File: src/rtl/lifo_pkg.sv
// -----------------------------------------------------------------------------
// lifo_pkg
// Shared definitions for the LIFO reader-side drain controller:
//   DATA_W  - width of one stack entry
//   DEPTH   - stack capacity
//   CNT_W   - width of drain counts (2**CNT_W must exceed DEPTH)
//   state_e - drain controller state encoding
// -----------------------------------------------------------------------------
package lifo_pkg;

    localparam int DATA_W = 4;
    localparam int DEPTH  = 5;
    localparam int CNT_W  = 3;

    typedef enum logic [1:0] {
        IDLE  = 2'd0,
        DRAIN = 2'd1,
        FLUSH = 2'd2
    } state_e;

endpackage

File: src/rtl/lifo_out_skid.sv
// -----------------------------------------------------------------------------
// lifo_out_skid
// Two-entry output buffer between the LIFO capture point and the downstream
// valid/ready interface. The head word and its valid flag are registered.
// Push and pop in the same cycle are legal.
// Ports:
//   clk, reset  - rising-edge clock, synchronous active-high reset
//   push        - write push_data into the buffer at this edge
//   push_data   - word to store
//   pop         - head word is consumed at this edge (head_valid & ready)
//   head_data   - registered head word
//   head_valid  - registered head valid
//   occ         - current occupancy (0..2)
// -----------------------------------------------------------------------------
module lifo_out_skid
    import lifo_pkg::*;
#(
    parameter int DW = DATA_W
) (
    input  logic          clk,
    input  logic          reset,
    input  logic          push,
    input  logic [DW-1:0] push_data,
    input  logic          pop,
    output logic [DW-1:0] head_data,
    output logic          head_valid,
    output logic [1:0]    occ
);

    logic [DW-1:0] head_q, head_d;
    logic [DW-1:0] tail_q, tail_d;
    logic [1:0]    occ_q, occ_d;
    logic          valid_q, valid_d;

    // Next-state of the two storage slots and the occupancy count.
    always_comb begin
        head_d = head_q;
        tail_d = tail_q;
        occ_d  = occ_q;
        case ({push, pop})
            2'b10: begin
                if (occ_q == 2'd0) begin
                    head_d = push_data;
                    occ_d  = 2'd1;
                end else if (occ_q == 2'd1) begin
                    tail_d = push_data;
                    occ_d  = 2'd2;
                end else begin
                    // Full: the controller never reads when full, so keep state.
                    occ_d = occ_q;
                end
            end
            2'b01: begin
                head_d = tail_q;
                occ_d  = (occ_q == 2'd0) ? 2'd0 : occ_q - 2'd1;
            end
            2'b11: begin
                // Head leaves; the new word lands behind whatever remains.
                if (occ_q == 2'd2) begin
                    head_d = tail_q;
                    tail_d = push_data;
                end else begin
                    head_d = push_data;
                end
                occ_d = (occ_q == 2'd0) ? 2'd1 : occ_q;
            end
            default: begin
                occ_d = occ_q;
            end
        endcase
        valid_d = (occ_d != 2'd0);
    end

    // Buffer state register with synchronous reset.
    always_ff @(posedge clk) begin
        if (reset) begin
            head_q  <= {DW{1'b0}};
            tail_q  <= {DW{1'b0}};
            occ_q   <= 2'd0;
            valid_q <= 1'b0;
        end else begin
            head_q  <= head_d;
            tail_q  <= tail_d;
            occ_q   <= occ_d;
            valid_q <= valid_d;
        end
    end

    assign head_data  = head_q;
    assign head_valid = valid_q;
    assign occ        = occ_q;

endmodule

File: src/rtl/lifo_drain_ctrl.sv
// -----------------------------------------------------------------------------
// lifo_drain_ctrl
// Reader-side controller for a small LIFO stack. On start it pops up to
// `count` entries (0 = until empty), captures each popped word one cycle
// after its read and streams the words downstream on valid/ready.
// Ports:
//   clk, reset      - rising-edge clock, synchronous active-high reset
//   start, count    - drain request and entry count (0 = drain until empty)
//   abort           - stop issuing reads; already-read words still delivered
//   lifo_read       - read pulse to the LIFO (combinational)
//   lifo_data       - LIFO data_out, valid the cycle after a read
//   lifo_empty      - LIFO empty flag
//   m_data, m_valid - downstream word and valid (registered)
//   m_ready         - downstream accept
//   busy            - high whenever not IDLE; upstream must not push
//   done            - one-cycle pulse when the drain has fully completed
//   popped          - reads issued in the last drain, held until next start
// -----------------------------------------------------------------------------
module lifo_drain_ctrl #(
    parameter int DATA_W = lifo_pkg::DATA_W,
    parameter int DEPTH  = lifo_pkg::DEPTH,
    parameter int CNT_W  = lifo_pkg::CNT_W
) (
    input  logic              clk,
    input  logic              reset,
    input  logic              start,
    input  logic [CNT_W-1:0]  count,
    input  logic              abort,
    output logic              lifo_read,
    input  logic [DATA_W-1:0] lifo_data,
    input  logic              lifo_empty,
    output logic [DATA_W-1:0] m_data,
    output logic              m_valid,
    input  logic              m_ready,
    output logic              busy,
    output logic              done,
    output logic [CNT_W-1:0]  popped
);

    import lifo_pkg::*;

    // The count width must be able to express every possible stack occupancy.
    if ((1 << CNT_W) <= DEPTH) begin : g_cnt_w_check
        $error("lifo_drain_ctrl: CNT_W too narrow for DEPTH");
    end

    state_e           state_q, state_d;
    logic [CNT_W-1:0] remaining_q, remaining_d;
    logic [CNT_W-1:0] popped_q, popped_d;
    logic             unlimited_q, unlimited_d;
    logic             abort_lat_q, abort_lat_d;
    logic             rd_pending_q, rd_pending_d;

    logic             rd_s;
    logic             xfer_s;
    logic             flush_done_s;
    logic             load_s;
    logic [2:0]       inflight_s;
    logic [1:0]       occ_s;
    logic             skid_valid_s;
    logic [DATA_W-1:0] skid_data_s;

    lifo_out_skid #(
        .DW (DATA_W)
    ) u_skid (
        .clk        (clk),
        .reset      (reset),
        .push       (rd_pending_q),
        .push_data  (lifo_data),
        .pop        (xfer_s),
        .head_data  (skid_data_s),
        .head_valid (skid_valid_s),
        .occ        (occ_s)
    );

    assign xfer_s = skid_valid_s & m_ready;

    // Words already committed to the buffer path after this cycle's transfer.
    // A transfer implies occ >= 1, so this never underflows.
    assign inflight_s = {1'b0, occ_s} + {2'b00, rd_pending_q} - {2'b00, xfer_s};

    assign flush_done_s = (state_q == FLUSH) & ~rd_pending_q & (occ_s == 2'd0);

    // A start is honoured in IDLE and also in the cycle that completes FLUSH,
    // since that cycle is the hand-back to IDLE and done is already visible.
    assign load_s = start & ((state_q == IDLE) | flush_done_s);

    // Read issue: only in DRAIN, never on an empty stack, never once aborting,
    // and only while fewer than two words would be held by pipe + buffer.
    always_comb begin
        rd_s = 1'b0;
        if ((state_q == DRAIN) && !reset && !lifo_empty && !abort_lat_q && !abort &&
            (unlimited_q || (remaining_q != {CNT_W{1'b0}})) && (inflight_s < 3'd2)) begin
            rd_s = 1'b1;
        end else begin
            rd_s = 1'b0;
        end
    end

    // Next-state, counters and abort latch.
    always_comb begin
        state_d      = state_q;
        remaining_d  = remaining_q;
        unlimited_d  = unlimited_q;
        popped_d     = popped_q;
        abort_lat_d  = abort_lat_q;
        rd_pending_d = rd_s;

        case (state_q)
            IDLE: begin
                if (start) begin
                    state_d = DRAIN;
                end else begin
                    state_d = IDLE;
                end
            end
            DRAIN: begin
                if (abort) begin
                    abort_lat_d = 1'b1;
                end else begin
                    abort_lat_d = abort_lat_q;
                end
                if (rd_s) begin
                    popped_d = popped_q + {{(CNT_W-1){1'b0}}, 1'b1};
                    if (!unlimited_q) begin
                        remaining_d = remaining_q - {{(CNT_W-1){1'b0}}, 1'b1};
                    end else begin
                        remaining_d = remaining_q;
                    end
                end else begin
                    popped_d = popped_q;
                end
                if ((!unlimited_q && (remaining_q == {CNT_W{1'b0}})) ||
                    (lifo_empty && !rd_s) || abort_lat_q) begin
                    state_d = FLUSH;
                end else begin
                    state_d = DRAIN;
                end
            end
            FLUSH: begin
                if (flush_done_s) begin
                    state_d = start ? DRAIN : IDLE;
                end else begin
                    state_d = FLUSH;
                end
            end
            default: begin
                state_d = IDLE;
            end
        endcase

        if (load_s) begin
            remaining_d = count;
            unlimited_d = (count == {CNT_W{1'b0}});
            popped_d    = {CNT_W{1'b0}};
            abort_lat_d = 1'b0;
        end else begin
            remaining_d = remaining_d;
        end
    end

    // Controller state register with synchronous reset.
    always_ff @(posedge clk) begin
        if (reset) begin
            state_q      <= IDLE;
            remaining_q  <= {CNT_W{1'b0}};
            unlimited_q  <= 1'b0;
            popped_q     <= {CNT_W{1'b0}};
            abort_lat_q  <= 1'b0;
            rd_pending_q <= 1'b0;
        end else begin
            state_q      <= state_d;
            remaining_q  <= remaining_d;
            unlimited_q  <= unlimited_d;
            popped_q     <= popped_d;
            abort_lat_q  <= abort_lat_d;
            rd_pending_q <= rd_pending_d;
        end
    end

    assign lifo_read = rd_s;
    assign m_data    = skid_data_s;
    assign m_valid   = skid_valid_s;
    assign busy      = (state_q != IDLE);
    assign done      = flush_done_s;
    assign popped    = popped_q;

endmodule

File: config.mk
export PLATFORM = sky130hd
export DESIGN_NAME = lifo_drain_ctrl
export DESIGN_NICKNAME = d
export VERILOG_FILES = /design/src/rtl/lifo_pkg.sv /design/src/rtl/lifo_out_skid.sv /design/src/rtl/lifo_drain_ctrl.sv
export SDC_FILE = /design/constraint.sdc
export NUM_CORES = 1
export LEC_CHECK = 0
export ABC_AREA = 1
export BUFFER_PORTS_ARGS = -buffer_cell sky130_fd_sc_hd__buf_4
export CAP_MARGIN = 20
export CORE_MARGIN = 2
export CORE_UTILIZATION = 39
export CTS_BUF_LIST = sky130_fd_sc_hd__clkbuf_16
export DETAILED_ROUTE_END_ITERATION = 8
export GPL_TIMING_DRIVEN = 0
export HOLD_SLACK_MARGIN = 0.05
export PLACE_DENSITY = 0.58
export SYNTH_ARGS = -nofsm -noshare
export SYNTH_HDL_FRONTEND = slang
export SYNTH_SLANG_ARGS = --single-unit
File: constraint.sdc
create_clock -name clk -period 3.1 [get_ports clk]
set_input_delay 0.465 -clock clk [delete_from_list [all_inputs] [get_ports clk]]
set_output_delay 0.465 -clock clk [all_outputs]
set_load 0.005 [all_outputs]
; ---- Word level (Yosys, flattened, before mapping)
; Cells that the tools add are included.
[totals]
elab_cells = 89
reg_bits = 22
[classes]
addsub = 5
reduce_logical = 34
eq_ne = 12
bitwise = 6
mux = 21
magnitude_cmp = 1
[op_table]
columns = operator, n
row1 = 2-to-1 mux 4 bit, 5
row2 = 2-to-1 mux 2 bit, 6
row3 = 2-to-1 mux 3 bit, 4
row4 = case mux 2 bit (3 select lines), 2
row5 = case mux 4 bit (3 select lines), 1
row6 = nonzero test 2 bit, 5
row7 = "== test 2 bit, second input constant", 4
row8 = logical AND 1 bit, 8
row9 = case mux 4 bit (2 select lines), 1
row10 = "== test 2 x 1 -> 1 bit, second input constant", 3
row11 = logical NOT 1 bit, 6
row12 = logical NOT 3 bit, 2
row13 = "!= test 2 x 1 -> 1 bit, second input constant", 3
row14 = AND reduction 2 bit, 3
row15 = nonzero test 3 bit, 2
row16 = AND 1 bit, 4
row17 = logical NOT 2 bit, 2
row18 = "!= test 2 bit, second input constant", 2
row19 = AND reduction 4 bit, 1
row20 = adder 2 x 1 -> 3 bit, 1
row21 = "adder 3 x 1 -> 3 bit, second input constant", 1
row22 = logical OR 1 bit, 3
row23 = "< comparator 3 x 2 -> 1 bit, second input constant", 1
row24 = AND reduction 3 bit, 1
row25 = other kinds (7), 8

; ---- Depth between registers and ports, before layout
; Gate-level depths: netlist of the first run.
[logic_depth]
depth_word = 14
depth_mapped = 14

; ---- By module
; From an unflattened synthesis of the first run, not the netlist that was laid out.
[unflattened]
cells_unflattened = 204
hier_area_um2 = 1381.3
[modules_own_cells]
columns = mod, seq_area_each_um2, cells_each, area_each_um2, instances
row1 = lifo_drain_ctrl, 220.2, 99, 708.2, 1
row2 = lifo_out_skid, 220.2, 105, 673.1, 1

; ---- Worst setup path before layout of the first run
; No wires, ideal clock.
[synth_timing]
kind = input to output
start = input port m_ready
end = output port lifo_read
path_buffers = 0
slack_ns = 0.942
stages = 9
t_arrival_ns = 1.693
path_cell_list = nand2_2 nand2_1 nand2_1 o21ai_0 fa_1 nand2_1 nor2_4 nand2_2 inv_1
[synth_via]
elab_chain_cells = 5
[synth_rtl]
columns = element, line_no
row1 = start: declaration, lifo_drain_ctrl.sv:34  ; input logic m_ready,
row2 = AND 1 bit, lifo_drain_ctrl.sv:76  ; assign xfer_s = skid_valid_s & m_ready;
row3 = subtractor 3 x 1 -> 3 bit, lifo_drain_ctrl.sv:80  ; assign inflight_s = {1'b0, occ_s} + {2'b00, rd_pending_q} - {2'b00, xfer_s};
row4 = < comparator 3 x 2 -> 1 bit, lifo_drain_ctrl.sv:93  ; (unlimited_q || (remaining_q != {CNT_W{1'b0}})) && (inflight_s < 3'd2)) begin
row5 = logical AND 1 bit, lifo_drain_ctrl.sv:93
row6 = 2-to-1 mux 1 bit, lifo_drain_ctrl.sv:92  ; if ((state_q == DRAIN) && !reset && !lifo_empty && !abort_lat_q && !abort &&
row7 = end: declaration, lifo_drain_ctrl.sv:29  ; output logic lifo_read,
; No other way between the ends.

; ---- Final worst setup path of the first run
[layout_timing]
start = register rd_pending_q
end = output port lifo_read
[layout_via]
elab_chain_cells = 5
[layout_rtl]
columns = element, line_no
row1 = start: declaration, lifo_drain_ctrl.sv:52  ; logic rd_pending_q, rd_pending_d;
row2 = start signal: assignment, lifo_drain_ctrl.sv:177  ; rd_pending_q <= rd_pending_d;
row3 = adder 2 x 1 -> 3 bit, lifo_drain_ctrl.sv:80
row4 = subtractor 3 x 1 -> 3 bit, lifo_drain_ctrl.sv:80
row5 = < comparator 3 x 2 -> 1 bit, lifo_drain_ctrl.sv:93
row6 = logical AND 1 bit, lifo_drain_ctrl.sv:93
row7 = 2-to-1 mux 1 bit, lifo_drain_ctrl.sv:92
; No other way between the ends.

==> metrics.md, run 1 <==
| Metric | Value |
|---|---|
| Met1 GRT Util | 18.66% |
| Diode count | 0 |
| Non-filler cells, final | 262 |
| Htree depth | 1 |
| Routed WL per cell | 10.06 um |
| Core Util, Final | 49.71% |
| WS Path Type | reg2out |
| Total gr overflow | 0 |
| Grt met3 use | 3.727% |
| Starting Density | 39.73% |
| Power Total | 0.7875 mW |
| Row cnt | 21 |
| Rel. slew slack | 76.41% |
| Register area share after synthesis | 33.75% |
| Reported max-cap violation count | 0 |
| Placeable core region | 3284 um^2 |
| Syn nets | 212 |
| Setup violators final | 0 |
| Final hold violations | 0 |
| Initial drt markers | 42 |
| Synth warnings | 0 |
| Later-pin clock latency in the skew report | 0.26 ns |
| Comb power frac | 15.4% |
| Via count | 1183 |
| Post-cts resize count | 0 |
| Syn avg cell area | 6.868 um^2 |
| Gr busiest metal | met2 |
| Largest area contributor in the netlist | dfxtp_1 |
| Most frequent cells in the layout | nand2_1, inv_1, buf_4 |
| Post-CTS Setup Bufs | 0 |
| NetSw | 0.1865 mW |
| Clk slew on worst S/H paths | 0.06 ns |
| Total wire length | 2635 um |
| Top-Level Pins | 24 |
| Sink Count | 22 |
| Data required, critical path | 2.63 ns |
| Cts-stage hold buffer count | 0 |
| CP arrival | 2.10 ns |
| Area of the multi-input gates | 720.7 um^2 |
| Crit path buffers/inverters | 3 |
| CP cell instances | inv_2, nor2_4, o21ai_0, fa_1, nand2_2, nand2_1, nor2_1, nand2_2, inv_1, buf_4 |
| Drt drc | 0 |
| Reg power frac | 38.3% |
| Synthesized area | 1305 um^2 |
| Crit path top cell by count | nand2_2 |
| Synth top area share | 33.75% |
| Die Y-Extent | 61.85 um |
| Max incr delay on CP | 0.42 ns |
| CP Max Fanout | 8 |
| Placed Cells | 258 |
| GRT Util Overall | 15.34% |
| FMAX | 0.3892 GHz |
| Internal | 0.6010 mW |
| Top delay family on crit path | simple AND/OR/NAND/NOR gates |
| Clock share of power | 46.3% |
| DR vias/cell | 4.515 |
| Yosys reg bits | 22 |
| Layout cells sized above 1 | 20.83% |
| Post-layout nets | 239 |
| CP endpoint kind | output pin |
| Largest net degree at the start of global routing | 14 |
| Cts bufs inserted | 3 |
| Async SR Flop Fraction | 0% |
| Met2 usage | 25.71% |
| Clock root cell | clkbuf_16 |
| Fin crit period | 2.570 ns |
| Die area | 3825 um^2 |
| LEAKAGE | 0.8254 nW |
| Number of synthesized flops with an enable pin | 0 |
| Max clock buf depth | 2 |
| Status | completed |
| Initial antenna violation count | 0 |
| CTS tree | yes |
| RSZ-0062 raised after global routing | false |
| VDD IR-drop max | 0.2102 mV |
| Antenna Nets Post-Route | 0 |
| Min Hold Slack | 0.4465 ns |
| Reg area | 440.4 um^2 |
| Commonest non-fill, non-tap cell in the layout | nand2_1 |
| Die X | 61.85 um |
| Period utilization | 82.89% |
| Library cells used by synthesis | 22 |
| Port Buffers | 22 |
| Final Max Tran Viols | 0 |
| Final setup TNS | 0 ns |
| Slew @ Worst Pin | 0.3538 ns |
| Fillers | 332 |
| Crit start category | flip-flop |
| Area contributors post-synth | dfxtp_1, nand2_1, inv_1 |
| Worst path slowest cell | dfxtp_1 |
| Global-route wire length before repair | 4319 um |
| Routability Congestion | 0.8401 |
| Post-synthesis cell count | 190 |
| Post-Route Skew | 0.003677 ns |
| DP HPWL | 2068 um |
| Sw Ratio | 23.68% |
| Area Overhead vs Synth | 25.12% |
| Top FF cell, synth | dfxtp_1 |
| DRT Pass-1 Iters | 4 |
| Hold WC Path Type | reg2reg |
| Number of global-route vias before repair | 1057 |
| Power per cell area | 482.3 nW/um^2 |
[flip-flops by register name (all words and copies together) (netlist names)]
| signal | cells |
|---|---|
| state_q | 2 |
| remaining_q | 3 |
| unlimited_q | 1 |
| u_skid.occ | 2 |
| abort_lat_q | 1 |
| rd_pending_q | 1 |
| u_skid.tail_q | 4 |
| popped | 3 |
| u_skid.head_valid | 1 |
| u_skid.head_data | 4 |
[final cells by class]
cell class / count / share of cell area (%)
Buffer: 2 / 0.7663
Clock buffer: 3 / 4.598
Clock inverter: 1 / 1.839
Inverter: 35 / 8.046
Multi-Input combinational cell: 131 / 44.14
Sequential cell: 22 / 26.97
Tap cell: 46 / 3.525
Timing Repair Buffer: 22 / 10.11
[logic make-up after synthesis]
kind of cell,share of synthesized area (%)
simple gates,32.22
buf+inv,11.03
fa+ha+maj,9.205
xor+xnor,1.343
flops,33.75
compound gates,12.47
[worst paths after layout]
check	start	end	slack, ns	depth (start not counted)
worst max-delay path	rd_pending_q	lifo_read	0.53	10
worst min register to register	u_skid.tail_q[1]	u_skid.tail_q[1]	0.45	2
worst max register to register	rd_pending_q	popped[0]	1.07	10
worst min-delay path	u_skid.tail_q[1]	u_skid.tail_q[1]	0.45	2
[worst min-delay path: stages (launching register included)]
cell,delay (ns)
dfxtp_1,0.29
inv_1,0.05
a21oi_1,0.05
[layer usage]
layer	up-vias	part of all wire (%)
li1	636	-
met1	513	46
met2	27	48
met3	7	4.5
met4	0	1.5
met5	-	0
[synth_stat cells, types with 4 or more instances]
master	n
a21oi_1	14
dfxtp_1	22
ha_1	8
inv_1	33
nand2_1	49
nand2_2	7
nand3_1	9
nor2_1	16
nor2_4	4
o21ai_0	12
[power by group through the flow]
| stage | Combinational [mW] | Sequential, mW | Clock [mW] |
|---|---|---|---|
| 2_1_floorplan | 0.0841 | 0.307 | 0 |
| 3_3_place_gp | 0.120 | 0.307 | 0 |
| 3_5_place_dp | 0.122 | 0.308 | 0 |
| 4_1_cts | 0.122 | 0.301 | 0.372 |
| 5_1_grt | 0.139 | 0.303 | 0.384 |
| 6_report | 0.122 | 0.301 | 0.364 |
[stage by stage]
step	setup slack, ns	cell area, um^2
after floorplan	0.9416	1305
after detailed placement	0.5433	1528
after global placement	0.5762	1528
after global routing	0.3152	1633
final	0.5303	1633
after CTS	0.5171	1633
No activity file was read; power rests on OpenSTA's default activity.
==> run 2, diff against run 1 <==
--- a/config.mk
+++ b/config.mk
@@ -14,7 +14,7 @@
 export DETAILED_ROUTE_END_ITERATION = 8
 export GPL_TIMING_DRIVEN = 0
 export HOLD_SLACK_MARGIN = 0.05
-export PLACE_DENSITY = 0.58
+export PLACE_DENSITY = 0.61
 export SYNTH_ARGS = -nofsm -noshare
 export SYNTH_HDL_FRONTEND = slang
 export SYNTH_SLANG_ARGS = --single-unit
==> constraint.sdc (replaced) <==
create_clock -name clk -period 2.3 [get_ports clk]
set_input_delay 0.345 -clock clk [delete_from_list [all_inputs] [get_ports clk]]
set_output_delay 0.345 -clock clk [all_outputs]
set_load 0.005 [all_outputs]
==> metrics.md, run 2 (synthesized netlist as in run 1, its figures left out) <==
| Metric | Value |
|---|---|
| Data required, critical path | 1.96 ns |
| Clock share of power | 38.5% |
| Total gr overflow | 0 |
| DR vias/cell | 4.435 |
| Max clock buf depth | 2 |
| Final hold violations | 0 |
| FMAX | 0.4545 GHz |
| Sink Count | 22 |
| DRT Pass-1 Iters | 4 |
| Initial drt markers | 24 |
| Post-layout nets | 246 |
| Core Util, Final | 51.62% |
| Min-delay src | reset |
| Setup violators final | 0 |
| Starting Density | 39.73% |
| GRT Util Overall | 13.78% |
| Initial antenna violation count | 0 |
| Later-pin clock latency in the skew report | 0.25 ns |
| Htree depth | 1 |
| Top-Level Pins | 24 |
| Max incr delay on CP | 0.55 ns |
| Reg2Reg Launch Point | rd_pending_q |
| Placed Cells | 258 |
| Cts bufs inserted | 3 |
| Most frequent cells in the layout | nand2_1, inv_1, buf_4 |
| Internal | 0.6987 mW |
| Largest net degree at the start of global routing | 13 |
| Sw Ratio | 24.91% |
| DP Worst Slack | -0.03153 ns |
| Placeable core region | 3284 um^2 |
| Final worst slack | 0.09978 ns |
| Global-route wire length before repair | 3960 um |
| Post-Route Skew | 0.002293 ns |
| Fillers | 323 |
| Reg area | 445.4 um^2 |
| Power per cell area | 548.8 nW/um^2 |
| Area Overhead vs Synth | 29.91% |
| Crit path buffers/inverters | 3 |
| Drt drc | 0 |
| CP Max Fanout | 6 |
| Layout cells sized above 1 | 26.91% |
| Die area | 3825 um^2 |
| Final Max Tran Viols | 0 |
| Area of the multi-input gates | 752.0 um^2 |
| Min Hold Slack | 0.3525 ns |
| VDD IR-drop max | 0.5799 mV |
| Row cnt | 21 |
| Via count | 1193 |
| Reg power frac | 43.5% |
| CP endpoint kind | output pin |
| Clock root cell | clkbuf_16 |
| WS Path Type | reg2out |
| Reported max-cap violation count | 0 |
| CP cell instances | inv_2, nor2_4, o21ai_2, fa_2, nand2_2, nor2_4, nand2_4, inv_2, buf_4 |
| Die X | 61.85 um |
| Final setup TNS | 0 ns |
| Worst path slowest cell | fa_2 |
| CTS tree | yes |
| Cell area after layout | 1695 um^2 |
| Non-filler cells, final | 269 |
| Routed WL per cell | 8.978 um |
| LEAKAGE | 0.8598 nW |
| Worst setup startpoint | rd_pending_q |
| NetSw | 0.2318 mW |
| Diode count | 0 |
| DP HPWL | 1877 um |
| Register-to-register setup slack | 0.33 ns |
| Antenna Nets Post-Route | 0 |
| Placed inst area | 1528 um^2 |
| Top delay family on crit path | adder cells |
| Clk slew on worst S/H paths | 0.06 ns |
| Number of global-route vias before repair | 939 |
| Fin crit period | 2.200 ns |
| CP arrival | 1.86 ns |
| Port Buffers | 22 |
| Hold WC Path Type | in2reg |
| Routability Congestion | 0.8265 |
| Comb power frac | 18.0% |
| Crit start category | flip-flop |
| Period utilization | 95.66% |
| Total wire length | 2415 um |
| Commonest non-fill, non-tap cell in the layout | nand2_1 |
| Die Y-Extent | 61.85 um |
| Status | completed |
| Cts-stage hold buffer count | 0 |
| Power Total | 0.9305 mW |
| RSZ-0062 raised after global routing | false |
| Rel. slew slack | 79.78% |
| Slew @ Worst Pin | 0.3028 ns |
==> run 2: area by class of cell <==
| class | instances | area share [%] |
|---|---|---|
| buffer | 2 | 0.7380 |
| clock buffer | 3 | 4.428 |
| clock inverter | 1 | 0.2214 |
| inverter | 35 | 7.749 |
| multi-input combinational | 131 | 44.35 |
| sequential | 22 | 26.27 |
| tap | 46 | 3.395 |
| timing repair buffer | 29 | 12.84 |
==> run 2: repair_timing <==
item                       in CTS  in global routing
setup endpoints to repair       1                  1
gates resized for setup         7                  7
buffers inserted                3                  4
pin swaps                       4                  4
==> run 2: power groups by stage <==
stage,Sequential [mW],Combinational (mW),Clock [mW]
2_1_floorplan,0.413,0.113,0
3_3_place_gp,0.414,0.162,0
3_5_place_dp,0.414,0.162,0
4_1_cts,0.405,0.168,0.374
5_1_grt,0.406,0.196,0.386
6_report,0.405,0.167,0.358
==> run 2: final timing paths <==
path	endpoint	depth (start not counted)
max	lifo_read	9
min	state_q[1]	2
max reg2reg	popped[0]	10
min reg2reg	u_skid.tail_q[3]	2
==> run 2: worst reg2reg max path, delay by kind of cell (launching register included) <==
kind	cells	cell delay [ns]
AND/OR/NAND/NOR	5	0.59
flip-flops	1	0.38
adder cells (fa/ha/maj)	1	0.55
buffers and inverters	2	0.20
AO/OA/AOI/OAI	2	0.19
==> run 2: metal layers <==
metal	wire (um)	global-route usage [%]	part of all wire, %
met1	1104	18.00	46
met2	1191	23.31	49
met3	104	3.313	4.3
met4	14	2.736	0.58
met5	0	0	0
==> run 3, diff against run 2 <==
--- a/config.mk
+++ b/config.mk
@@ -14,7 +14,6 @@
 export DETAILED_ROUTE_END_ITERATION = 8
 export GPL_TIMING_DRIVEN = 0
 export HOLD_SLACK_MARGIN = 0.05
-export PLACE_DENSITY = 0.61
 export SYNTH_ARGS = -nofsm -noshare
 export SYNTH_HDL_FRONTEND = slang
 export SYNTH_SLANG_ARGS = --single-unit
==> metrics.md, run 3 (synthesized netlist as in run 1, its figures left out) <==
| Metric | Value |
|---|---|
| Status | completed |
| Slew @ Worst Pin | 0.3115 ns |
| Reported max-cap violation count | 0 |
| Fin crit period | 2.216 ns |
| FF-to-FF path depth | 11 |
| Hold path depth | 2 |
| Top-Level Pins | 24 |
| Initial drt markers | 37 |
| Port Buffers | 22 |
| R2r endpoint | popped[0] |
| Period utilization | 96.35% |
| Post-Route Skew | 0.004019 ns |
| Die area | 3825 um^2 |
| CP arrival | 1.87 ns |
| Antenna Nets Post-Route | 0 |
| Post-layout nets | 248 |
| Sink Count | 22 |
| FMAX | 0.4512 GHz |
| Worst path slowest cell | fa_2 |
| Commonest non-fill, non-tap cell in the layout | nand2_1 |
| Drt drc | 0 |
| Initial antenna violation count | 0 |
| Layout cells sized above 1 | 27.56% |
| VDD IR-drop max | 0.3474 mV |
| Hold WC Path Type | in2reg |
| Total wire length | 2621 um |
| Starting Density | 39.73% |
| DRT Pass-1 Iters | 4 |
| CP Max Fanout | 6 |
| DP HPWL | 1951 um |
| Final Max Tran Viols | 0 |
| CP endpoint kind | output pin |
| Die X | 61.85 um |
| Fillers | 338 |
| Routability Congestion | 0.7984 |
| Non-filler cells, final | 271 |
| Total gr overflow | 0 |
| Row cnt | 21 |
| Power Total | 1.063 mW |
| Number of global-route vias before repair | 971 |
| LEAKAGE | 0.8793 nW |
| Rel. slew slack | 79.20% |
| WS Path Type | reg2out |
| GRT Util Overall | 14.84% |
| Later-pin clock latency in the skew report | 0.26 ns |
| Routed WL per cell | 9.672 um |
| Setup violators final | 0 |
| CTS tree | yes |
| Diode count | 0 |
| DR vias/cell | 4.369 |
| CP cell instances | nand2_4, nand2_2, nand2_1, o21ai_2, fa_2, nand2_2, nor2_4, nand2_4, inv_2, buf_4 |
| Largest net degree at the start of global routing | 14 |
| Min-delay src | reset |
| Die Y-Extent | 61.85 um |
| Hold Crit Endpoint | state_q[1] |
| Data required, critical path | 1.96 ns |
| Placed Cells | 258 |
| Cts bufs inserted | 3 |
| Via count | 1184 |
| Most frequent cells in the layout | nand2_1, inv_1, buf_4 |
| Area Overhead vs Synth | 32.50% |
| Power per cell area | 614.9 nW/um^2 |
| Register-to-register setup slack | 0.34 ns |
| Placeable core region | 3284 um^2 |
| Crit start category | flip-flop |
| Final hold violations | 0 |
| Max clock buf depth | 2 |
| Clk slew on worst S/H paths | 0.06 ns |
| Max incr delay on CP | 0.54 ns |
| Reg2Reg Launch Point | u_skid.head_valid |
| Clock root cell | clkbuf_16 |
| Htree depth | 1 |
| Global-route wire length before repair | 4133 um |
## run 3: timing repair
action,in CTS,in global routing
pin swaps,5,3
hold buffers,0,0
setup buffers,4,5
gates resized for setup,8,4
endpoints found under the hold margin,0,0
setup endpoints to repair,1,1
## run 3: worst max path at each step
| stage | endpoint | from | slack, ns | cells after the start |
|---|---|---|---|---|
| global route | lifo_read | u_skid.head_valid | -0.0007 | 10 |
| global placement | lifo_read | m_ready | -0.01 | 12 |
| CTS | lifo_read | u_skid.head_valid | 0.002 | 10 |
| detailed placement | lifo_read | m_ready | -0.03 | 12 |
| finish | lifo_read | u_skid.head_valid | 0.08 | 10 |
| floorplan | lifo_read | m_ready | 0.38 | 9 |
## run 3: area by class of cell
class                           instances  area (um^2)  share of cell area [%]
Timing Repair Buffer                   31        232.7                   13.46
Sequential cell                        22        445.4                   25.76
Buffer                                  2        12.51                  0.7236
Inverter                               35        131.4                   7.598
Tap cell                               46        57.56                   3.329
Clock buffer                            3        75.07                   4.342
Multi-Input combinational cell        131        744.5                   43.05
Clock inverter                          1        30.03                   1.737
## run 3: per-layer routing
metal,wire length [um],GRT usage (%)
met5,0,0
met4,50,6.383
met3,89,3.106
met2,1214,25.26
met1,1266,18.06
## run 3: critical path, delay by kind of cell, from the launching register on
family | cells | cell delay, ns
AO/OA/AOI/OAI | 1 | 0.06
AND/OR/NAND/NOR | 6 | 0.51
adder cells (fa/ha/maj) | 1 | 0.54
buffers and inverters | 2 | 0.17
flip-flops | 1 | 0.33
## run 3: through the flow
stage / hold slack [ns] / util, % / setup TNS, ns / cell area, um^2 / worst slack (ns)
6_report: 0.3429 / 52.65 / 0 / 1729 / 0.08388
4_1_cts: 0.3451 / 51.16 / 0 / 1680 / 0.002374
3_3_place_gp: 0.4341 / 46.51 / -0.009890 / 1528 / -0.009890
2_1_floorplan: 0.4237 / - / 0 / 1305 / 0.3816
3_5_place_dp: 0.4376 / 46.51 / -0.03238 / 1528 / -0.03238
5_1_grt: 0.3739 / 52.65 / -0.0006735 / 1729 / -0.0006735
## run 3: power by group
group / internal (mW) / leakage, nW / total [mW] / switching [mW]
clock network: 0.346 / 0.0511 / 0.488 / 0.142
logic: 0.0721 / 0.648 / 0.170 / 0.0984
registers: 0.395 / 0.180 / 0.405 / 0.00966
total: 0.813 / 0.879 / 1.06 / 0.250
